<file path="src/rtl/lm32_dtlb_walker_pkg.sv">
// Shared definitions for the LM32 data-TLB page-table walker:
// FSM state encodings, PDE/PTE field ranges and TLB CSR word formatting.
package lm32_dtlb_walker_pkg;

  typedef enum logic [2:0] {
    LM32_PTW_STATE_IDLE   = 3'd0,
    LM32_PTW_STATE_L1     = 3'd1,
    LM32_PTW_STATE_L2     = 3'd2,
    LM32_PTW_STATE_UPDATE = 3'd3,
    LM32_PTW_STATE_FAULT  = 3'd4
  } ptw_state_e;

  // 10/10/12 split of the virtual address; PFN lives in the same bits of PDE and PTE
  localparam int LM32_PTE_PFN_MSB = 31;
  localparam int LM32_PTE_PFN_LSB = 12;
  localparam int LM32_L1_IDX_MSB  = 31;
  localparam int LM32_L1_IDX_LSB  = 22;
  localparam int LM32_L2_IDX_MSB  = 21;
  localparam int LM32_L2_IDX_LSB  = 12;

  // TLB CSR vaddr word: {vpn, 6'b0, cmd(5), 1}; the walker always issues cmd 0
  function automatic logic [31:0] tlb_vaddr_word(input logic [19:0] vpn);
    return {vpn, 6'b0, 5'b0, 1'b1};
  endfunction

  function automatic logic [31:0] tlb_paddr_word(input logic [19:0] pfn);
    return {pfn, 11'b0, 1'b1};
  endfunction

endpackage

</file>
<file path="src/rtl/lm32_dtlb_walker.sv">
// Two-level hardware page-table walker refilling the LM32 data TLB on a miss.
// Issues classic Wishbone reads for PDE then PTE and emits one TLB CSR update or a fault.
module lm32_dtlb_walker
  import lm32_dtlb_walker_pkg::*;
#(
  parameter int page_size     = 4096,
  parameter int pte_valid_bit = 0
) (
  input  logic        clk_i,
  input  logic        rst_i,
  input  logic        enable,
  input  logic [31:0] ptbr,
  input  logic        miss_req,
  input  logic [31:0] miss_vaddr,
  output logic        busy,
  output logic        tlb_update,
  output logic [31:0] tlb_vaddr,
  output logic [31:0] tlb_paddr,
  output logic        fault,
  output logic [31:0] fault_vaddr,
  output logic [31:0] d_adr_o,
  output logic        d_cyc_o,
  output logic        d_stb_o,
  output logic        d_we_o,
  output logic [3:0]  d_sel_o,
  output logic [2:0]  d_cti_o,
  input  logic [31:0] d_dat_i,
  input  logic        d_ack_i,
  input  logic        d_err_i
);

  ptw_state_e  r_state, w_state_nxt;
  logic [31:0] r_va;
  logic [19:0] r_pfn;
  logic [31:0] r_adr;
  logic        r_cyc;
  logic        r_busy;
  logic        r_tlb_update;
  logic        r_fault;
  logic [31:0] r_tlb_vaddr;
  logic [31:0] r_tlb_paddr;
  logic [31:0] r_fault_vaddr;

  logic w_start;
  logic w_term;
  logic w_entry_ok;
  logic w_unused_ok;

  assign w_start    = (r_state == LM32_PTW_STATE_IDLE) && enable && miss_req;
  // Terminations only count while a cycle is actually open (stale acks ignored)
  assign w_term     = r_cyc && (d_ack_i || d_err_i);
  assign w_entry_ok = !d_err_i && d_dat_i[pte_valid_bit];

  always_ff @(posedge clk_i) begin
    if (rst_i) r_state <= LM32_PTW_STATE_IDLE;
    else       r_state <= w_state_nxt;
  end

  always_comb begin
    w_state_nxt = r_state;
    case (r_state)
      LM32_PTW_STATE_IDLE:
        if (w_start) w_state_nxt = LM32_PTW_STATE_L1;
      LM32_PTW_STATE_L1:
        if (w_term) w_state_nxt = w_entry_ok ? LM32_PTW_STATE_L2 : LM32_PTW_STATE_FAULT;
      LM32_PTW_STATE_L2:
        if (w_term) w_state_nxt = w_entry_ok ? LM32_PTW_STATE_UPDATE : LM32_PTW_STATE_FAULT;
      LM32_PTW_STATE_UPDATE: w_state_nxt = LM32_PTW_STATE_IDLE;
      LM32_PTW_STATE_FAULT:  w_state_nxt = LM32_PTW_STATE_IDLE;
      default:               w_state_nxt = LM32_PTW_STATE_IDLE;
    endcase
  end

  always_ff @(posedge clk_i) begin
    if (rst_i) begin
      r_va          <= '0;
      r_pfn         <= '0;
      r_adr         <= '0;
      r_cyc         <= 1'b0;
      r_busy        <= 1'b0;
      r_tlb_update  <= 1'b0;
      r_fault       <= 1'b0;
      r_tlb_vaddr   <= '0;
      r_tlb_paddr   <= '0;
      r_fault_vaddr <= '0;
    end else begin
      r_busy       <= (w_state_nxt != LM32_PTW_STATE_IDLE);
      r_tlb_update <= (r_state == LM32_PTW_STATE_UPDATE);
      r_fault      <= (r_state == LM32_PTW_STATE_FAULT);
      case (r_state)
        LM32_PTW_STATE_IDLE:
          if (w_start) begin
            r_va  <= miss_vaddr;
            r_adr <= {ptbr[31:12], miss_vaddr[LM32_L1_IDX_MSB:LM32_L1_IDX_LSB], 2'b00};
            r_cyc <= 1'b1;
          end
        LM32_PTW_STATE_L1:
          if (w_term) begin
            r_cyc <= 1'b0;
            if (w_entry_ok)
              r_adr <= {d_dat_i[LM32_PTE_PFN_MSB:LM32_PTE_PFN_LSB],
                        r_va[LM32_L2_IDX_MSB:LM32_L2_IDX_LSB], 2'b00};
          end
        LM32_PTW_STATE_L2:
          // First L2 cycle is the mandatory idle gap between the two bus cycles
          if (!r_cyc) begin
            r_cyc <= 1'b1;
          end else if (w_term) begin
            r_cyc <= 1'b0;
            r_pfn <= d_dat_i[LM32_PTE_PFN_MSB:LM32_PTE_PFN_LSB];
          end
        LM32_PTW_STATE_UPDATE: begin
          r_tlb_vaddr <= tlb_vaddr_word(r_va[31:12]);
          r_tlb_paddr <= tlb_paddr_word(r_pfn);
        end
        LM32_PTW_STATE_FAULT:
          r_fault_vaddr <= r_va;
        default: ;
      endcase
    end
  end

  assign busy        = r_busy;
  assign tlb_update  = r_tlb_update;
  assign tlb_vaddr   = r_tlb_vaddr;
  assign tlb_paddr   = r_tlb_paddr;
  assign fault       = r_fault;
  assign fault_vaddr = r_fault_vaddr;
  assign d_adr_o     = r_adr;
  assign d_cyc_o     = r_cyc;
  assign d_stb_o     = r_cyc;
  assign d_we_o      = 1'b0;
  assign d_sel_o     = 4'hF;
  assign d_cti_o     = 3'b000;

  // Page offset of ptbr and PTE flag bits other than valid carry no meaning here
  assign w_unused_ok = ^{ptbr[11:0], d_dat_i[11:0], (page_size == 4096)};

endmodule

</file>
<file path="config.mk">
export PLATFORM = sky130hd
export DESIGN_NAME = lm32_dtlb_walker
export DESIGN_NICKNAME = d
export VERILOG_FILES = /design/src/rtl/lm32_dtlb_walker_pkg.sv /design/src/rtl/lm32_dtlb_walker.sv
export SDC_FILE = /design/constraint.sdc
export NUM_CORES = 1
export LEC_CHECK = 0
export CORE_ASPECT_RATIO = 1.4
export CORE_MARGIN = 10
export CORE_UTILIZATION = 25
export CTS_CLUSTER_SIZE = 30
export DETAILED_ROUTE_END_ITERATION = 8
export GPL_ROUTABILITY_DRIVEN = 0
export PLACE_DENSITY = 0.56
export REMOVE_ABC_BUFFERS = 1
export SETUP_SLACK_MARGIN = 0.4
export SYNTH_ARGS = -nofsm -noshare
export SYNTH_HDL_FRONTEND = slang
export SYNTH_SLANG_ARGS = --single-unit
</file>
<file path="constraint.sdc">
create_clock -name clk_i -period 1.7 [get_ports clk_i]
set_clock_uncertainty 0.05 [all_clocks]
set_input_delay 0.17 -clock clk_i [delete_from_list [all_inputs] [get_ports clk_i]]
set_output_delay 0.17 -clock clk_i [all_outputs]
set_load 0.01 [all_outputs]
</file>
==> results.json <==
{
  "status": "complete, no violations",
  "drive_above_1_share": 0.252,
  "postLayoutSetupSlackWorst_ps": 153,
  "cts_htree_levels": 4,
  "nets": 1104,
  "grt_util_met1": 0.155,
  "worst_setup_slack_after_placement_ps": -230,
  "floorplan.core_area_um2": 25400,
  "synthesized_instance_count": 794,
  "initial_core_util": 0.254,
  "postSynthAreaPerCell_um2": 8.12,
  "path_max_fanout": 8,
  "yosys_register_bits": 162,
  "ant_nets": 0,
  "clock-sinks": 162,
  "max-clock-path-buffers": 2,
  "gr-total-overflow": 0,
  "synthToLayoutAreaGrowth_pct": 59.4,
  "edff_count_synth": 0,
  "timing.final.crit_period_ps": 1550,
  "tritoncts.num_buffers": 17,
  "ios": 243,
  "cap_violations": 0,
  "hold_path_class": "in2reg",
  "netlist_area_um2": 6440,
  "critical-path-slowest-cell": "sky130_fd_sc_hd__or3b_4",
  "clkTransAtPathRegs_ps": 70,
  "clock-root-buffer": "sky130_fd_sc_hd__clkbuf_16",
  "floorplan.die_area_um2": 32700,
  "n_fill_cell": 2569,
  "first_global_vias": 6138,
  "power.density_cell_area_nw_per_um2": 846,
  "cp.buffers_inverters": 3,
  "chipWidth_um": 156,
  "highest_clock_rate_ghz": 0.646,
  "crit_path_start_kind": "flop",
  "dr_total_vias": 6118,
  "leakagePower_nw": 4.10,
  "worst_path_dominant_cell_family": "simple AND/OR/NAND/NOR gates",
  "cts_tree": "built",
  "ys.flop_type": "sky130_fd_sc_hd__dfxtp_1",
  "vdd_drop_max_v": 0.000684,
  "die_y_um": 210,
  "grt.met3_usage": 0.0489,
  "finalCritPeriodShare": 0.910,
  "crit_path_cell_trace": "buf_8 -> or3b_4 -> buf_12 -> buf_16 -> nand2_1 -> a21oi_1",
  "timing.setup.critical_path_class": "reg2reg",
  "synth_warnings": 0,
  "critical_path.reg2reg.startpoint": "r_state[0]",
  "rsz0062_at_grt": "true",
  "maxSlewViolCount": 0,
  "post-dp-hpwl_um": 15600,
  "final-hold-violation-count": 0,
  "setup-violations-final": 0,
  "drc_errors": 0,
  "clk-insertion-delay-late_ps": 430,
  "pin_count_of_the_biggest_net_entering_global_routing": 84,
  "final.setup.tns_ps": 0,
  "worst_setup_path_startpoint": "r_state[0]",
  "synth.yosys.seq_area_share": 0.503,
  "worst-endpoint-arrival_ps": 1800,
  "port_buffers": 187,
  "wire_length_of_the_first_global_routing_pass_um": 35700,
  "vias_per_instance": 4.58,
  "post_drt_wl_per_cell_um": 18.9,
  "gr-usage-met2": 0.243,
  "synth_cell_type_count": 33,
  "grt_util_all_layers": 0.138,
  "drtPass1Iterations": 4,
  "hold_wc_startpoint": "miss_vaddr[9]",
  "gr-max-usage-layer": "met2",
  "initialDrtViolationCount": 187,
  "placementRows": 69,
  "crit_required_ps": 1950,
  "max_stage_delay_ps": 420,
  "routed_wl_um": 25300,
  "endpoint_kind": "flop",
  "synth_async_sr_flop_share": 0,
  "grt_antenna_before_repair": 1
}
## cell usage after synthesis, drive strengths merged (2+ instances only)
master	n	share of area
nor3b	2	0.0031
nand2b	2	0.0019
or2	3	0.0029
nand3	2	0.0016
nor2	8	0.0047
o21ai	31	0.024
nand2	251	0.15
a21oi	155	0.12
conb	2	0.0012
buf	46	0.052
inv	31	0.018
clkbuf	52	0.030
nor4	2	0.0029
a221oi	30	0.070
and3	3	0.0029
dfxtp	162	0.50
## per-layer routing
| metal | part of all wire | vias up | routed length [um] |
|---|---|---|---|
| met2 | 0.51 | 188 | 12900 |
| met3 | 0.075 | 25 | 1890 |
| met1 | 0.40 | 2908 | 10000 |
| met5 | 0 | - | 0 |
| li1 | - | 2997 | - |
| met4 | 0.017 | 0 | 429 |
## worst paths after layout
path | endpoint | slack (ps) | cells past startpoint
max | fault_vaddr[13] | 150 | 6
max reg2reg | fault_vaddr[13] | 150 | 6
min | r_va[9] | 240 | 3
min reg2reg | tlb_paddr[19] | 400 | 2
## flip-flops by register name, summed over array words and instances, names as in the netlist
signal and count:
r_va 32, r_state 3, d_adr_o 30, r_pfn 20, busy 1, tlb_vaddr 20, fault_vaddr 32, tlb_paddr 21
tlb_update 1, d_cyc_o 1, fault 1
## area by class of cell
class                   count  area (um2)  area share
diodes                      1        2.50    0.000244
clock buffers              17         425      0.0414
clock inverters            15         131      0.0128
inverters                  31         116      0.0113
multi-input cells         533        3120       0.304
flip-flops and latches    162        3260       0.317
well taps                 319         399      0.0388
repair buffers            257        2830       0.275
## metrics by stage
step | hold slack (ps) | cell area (um2) | power (mW) | util | instances
final | 236 | 10300 | 8.69 | 0.405 | 1335
after global placement | 385 | 8730 | 4.93 | 0.344 | 1268
after CTS | 209 | 9800 | 8.74 | 0.386 | 1319
after detailed placement | 391 | 8730 | 4.94 | 0.344 | 1268
after global routing | 233 | 10300 | 9.06 | 0.405 | 1335
after floorplan | 186 | 6030 | 4.37 | - | 726
## worst register-to-register path, cell delays in order, from the launching register on
cell                      delay (ps)
sky130_fd_sc_hd__dfxtp_4         390
sky130_fd_sc_hd__buf_8           140
sky130_fd_sc_hd__or3b_4          420
sky130_fd_sc_hd__buf_12          160
sky130_fd_sc_hd__buf_16          150
sky130_fd_sc_hd__nand2_1          70
sky130_fd_sc_hd__a21oi_1          60
## logic make-up (layout without fill, tap and decap cells)
group                  Yosys count  after routing  share of synthesized area
XOR/XNOR                         1              1                    0.00136
flip-flops                     162            162                      0.503
AO/OA/AOI/OAI                  222            222                      0.222
AND/OR/NAND/NOR                278            278                      0.172
other                            2             33                    0.00117
buffers and inverters          129            320                      0.101
## repair_timing
action / 4_1_cts / 5_1_grt
setup buffers: 12 / 5
resized for setup: 233 / 151
pin swaps: 38 / 55
hold endpoints to repair: 14 / 0
gates cloned: 6 / 10
setup endpoints to repair: 269 / 230
hold buffers: 1 / 0
## report_power, final
part | switching [mW] | internal [mW] | leakage [nW]
registers | 0.0816 | 3.89 | 1.32
logic | 0.493 | 0.478 | 2.50
clock network | 1.71 | 2.03 | 0.275
total | 2.29 | 6.40 | 4.10
## cells in the final DEF (no fill, tap or decap), types with 25 or more instances in the layout
cell | synthesis | final
sky130_fd_sc_hd__a21oi_1 | 155 | 120
sky130_fd_sc_hd__a21oi_2 | 0 | 35
sky130_fd_sc_hd__a221oi_2 | 30 | 30
sky130_fd_sc_hd__clkbuf_16 | 0 | 25
sky130_fd_sc_hd__clkdlybuf4s15_1 | 0 | 52
sky130_fd_sc_hd__clkdlybuf4s50_1 | 0 | 77
sky130_fd_sc_hd__conb_1 | 2 | 32
sky130_fd_sc_hd__dfxtp_1 | 162 | 157
sky130_fd_sc_hd__dlygate4sd2_1 | 0 | 26
sky130_fd_sc_hd__inv_1 | 31 | 31
sky130_fd_sc_hd__nand2_1 | 251 | 213
sky130_fd_sc_hd__nand2_4 | 0 | 27
sky130_fd_sc_hd__o21ai_1 | 30 | 30
No activity file was read; power rests on OpenSTA's default activity.
==> edit, RTL diff (same settings) <==
Make the reset (`rst_i`) asynchronous in 2 clocked blocks.
--- a/src/rtl/lm32_dtlb_walker.sv
+++ b/src/rtl/lm32_dtlb_walker.sv
@@ -51,7 +51,7 @@
   assign w_term     = r_cyc && (d_ack_i || d_err_i);
   assign w_entry_ok = !d_err_i && d_dat_i[pte_valid_bit];
 
-  always_ff @(posedge clk_i) begin
+  always_ff @(posedge clk_i or posedge rst_i) begin
     if (rst_i) r_state <= LM32_PTW_STATE_IDLE;
     else       r_state <= w_state_nxt;
   end
@@ -71,7 +71,7 @@
     endcase
   end
 
-  always_ff @(posedge clk_i) begin
+  always_ff @(posedge clk_i or posedge rst_i) begin
     if (rst_i) begin
       r_va          <= '0;
       r_pfn         <= '0;
Check against the original RTL: differs if rst_i is asserted again (counterexample within 4 cycles, from zero or initial values and one cycle with rst_i high); with rst_i held inactive, the same outputs for 4 cycles.
==> edit against the original RTL <==
The run now ends with setup timing left. Cell area grew 9.9%. Core utilization rose by 1.3 points. Sequential cell count is the same. Area after synthesis increased by 6.9%. Setup slack worse by 0.28 ns. Sequential share of layout area increased by 4.2 points. Wire length shrank 11%. Count of clock-buffer cells in the layout is the same. Non-clock buffer count increased by 1.
Power is not compared: it rests on default switching activity, and its combinational part moved more than twofold at a synthesized area within 25%.
==> edit: results (changes against the original RTL) <==
grt_max_degree: 37  # -56%
seq_cell_count: 162  # unchanged
critPathArrivalTime_ns: 2.08  # +0.28 ns
synthArstFlopShare_pct: 100  # +100 points
nFillCells: 2527  # -1.6%
path_delay_family: "flip-flops"
synth_cell_type_count: 29  # -12%
drt-wirelength-per-cell_um: 19.9  # +5.1%
multiInputGateArea_sq_um: 3030  # -2.9%
r2r_end: "d_adr_o[10]"
buf_share_pct: 27.8  # +0.34 points
setup_slack_ns: -0.127  # -0.281 ns
cpPeakStageDelay_ns: 0.41
status: "complete, but fails checks"
power.leakage_nw: 6.22
drt_iter0_markers: 169  # -9.6%
grt_pass1_wl_um: 32200  # -9.7%
grt_antenna_before_repair: 0  # -1
setup_violations: 79  # +79
insertedDiodeCount: 0  # -1
via_per_inst: 4.14  # -9.7%
dr.pass1.iters: 5  # +1
rows: 71  # +2.9%
yosysSeqAreaShare_pct: 58.8  # +8.5 points
nMultiInputCombCells: 306  # -43%
violations: "setup timing"
syn_inst: 499  # -37%
fin_nets: 849  # -23%
clk_share_pct: 5.26  # -0.16 points
dp_hpwl_um: 14200  # -8.9%
dpl_worst_slack_ns: -0.246  # -0.0159 ns
hold-worst-slack_ns: 0.0754  # -0.161 ns
rr_worst_depth: 6  # unchanged
synth_area_leaders: "dfrtp_1 59%, mux2_2 20%, mux2_4 6.5%, nand2_1 5.0%, buf_4 4.5%"
r2r-start: "r_state[0]"
hold_path_class: "in -> async"
grt_use_total_pct: 12.0  # -1.8 points
synth_common_cells: "162 x dfrtp_1, 122 x mux2_2, 91 x nand2_1, 41 x buf_4, 30 x mux2_4"
drive_gt1_share_pct: 42.5  # +17 points
setup_tns_ns: -4.67  # -4.67 ns
buffers: 258  # +0.39%
grt_pass1_vias: 5174  # -16%
synthToLayoutAreaGrowth_pct: 63.9
critPathMaxFanout: 12  # +4
place_area_sq_um: 9350  # +7.0%
dr_total_vias: 4654  # -24%
cp_slowest_cell: "dfrtp_1"
seq-cell-share_pct: 35.9  # +4.2 points
n_all_inverters: 2  # -94%
clock_latency_ns: 0.43  # about the same
dp_cells: 1057  # -17%
edit: cell count changes in the layout (fill, tap and decap cells not counted), sizes merged, moves of 28 or more:
| cell | delta |
|---|---|
| nand2 | -159 |
| mux2 | +154 |
| a21oi | -153 |
| dlymetal6s2s | +91 |
| a221oi | -29 |
| inv | -28 |
| dfxtp | -162 |
| dfrtp | +162 |
| clkdlybuf4s15 | -55 |
edit: where the power goes:
| group | switching (mW) | leakage [nW] | internal, mW |
|---|---|---|---|
| Combinational | 3.86 | 3.95 | 6.25 |
| Sequential | 1.22 | 1.98 | 5.73 |
| Clock | 1.75 | 0.290 | 2.21 |
| Total | 6.83 | 6.22 | 14.2 |
edit: kinds of logic after synthesis:
kind of cell | synth area share, %
buffers and inverters | 6.21
other | 0.109
AOI/OAI and AO/OA | 1.18
muxes | 26.8
and+or+nand+nor | 6.86
DFF | 58.8
edit: routing by layer:
metal | part of all wire, % | GRT usage, %
met1 | 39 | 13.4
met2 | 52 | 20.6
met3 | 7.8 | 5.10
met4 | 1.1 | 3.22
met5 | 0 | 0
edit: worst max-delay path by stage:
stage               cells past startpoint  slack, ns     endpoint        from
floorplan                               1      -2.90         busy       rst_i
global placement                        5      -0.22      r_va[6]    miss_req
detailed placement                      6      -0.25    r_pfn[19]     d_ack_i
CTS                                     6      -0.11  d_adr_o[10]  r_state[0]
global route                            6      -0.16  d_adr_o[12]  r_state[0]
finish                                  6      -0.13  d_adr_o[10]  r_state[0]
edit: worst reg2reg max path: stages (launching register included):
cell	delay, ns
dfrtp_1	0.41
nor3b_4	0.17
buf_6	0.14
a221oi_4	0.29
nand2_4	0.14
buf_12	0.18
mux2_4	0.33
edit: repair_timing:
action | CTS | global route
setup buffers | 10 | 10
cloned | 6 | 10
endpoints found under the setup margin | 271 | 258
pin swaps | 4 | 44
resized for setup | 137 | 199
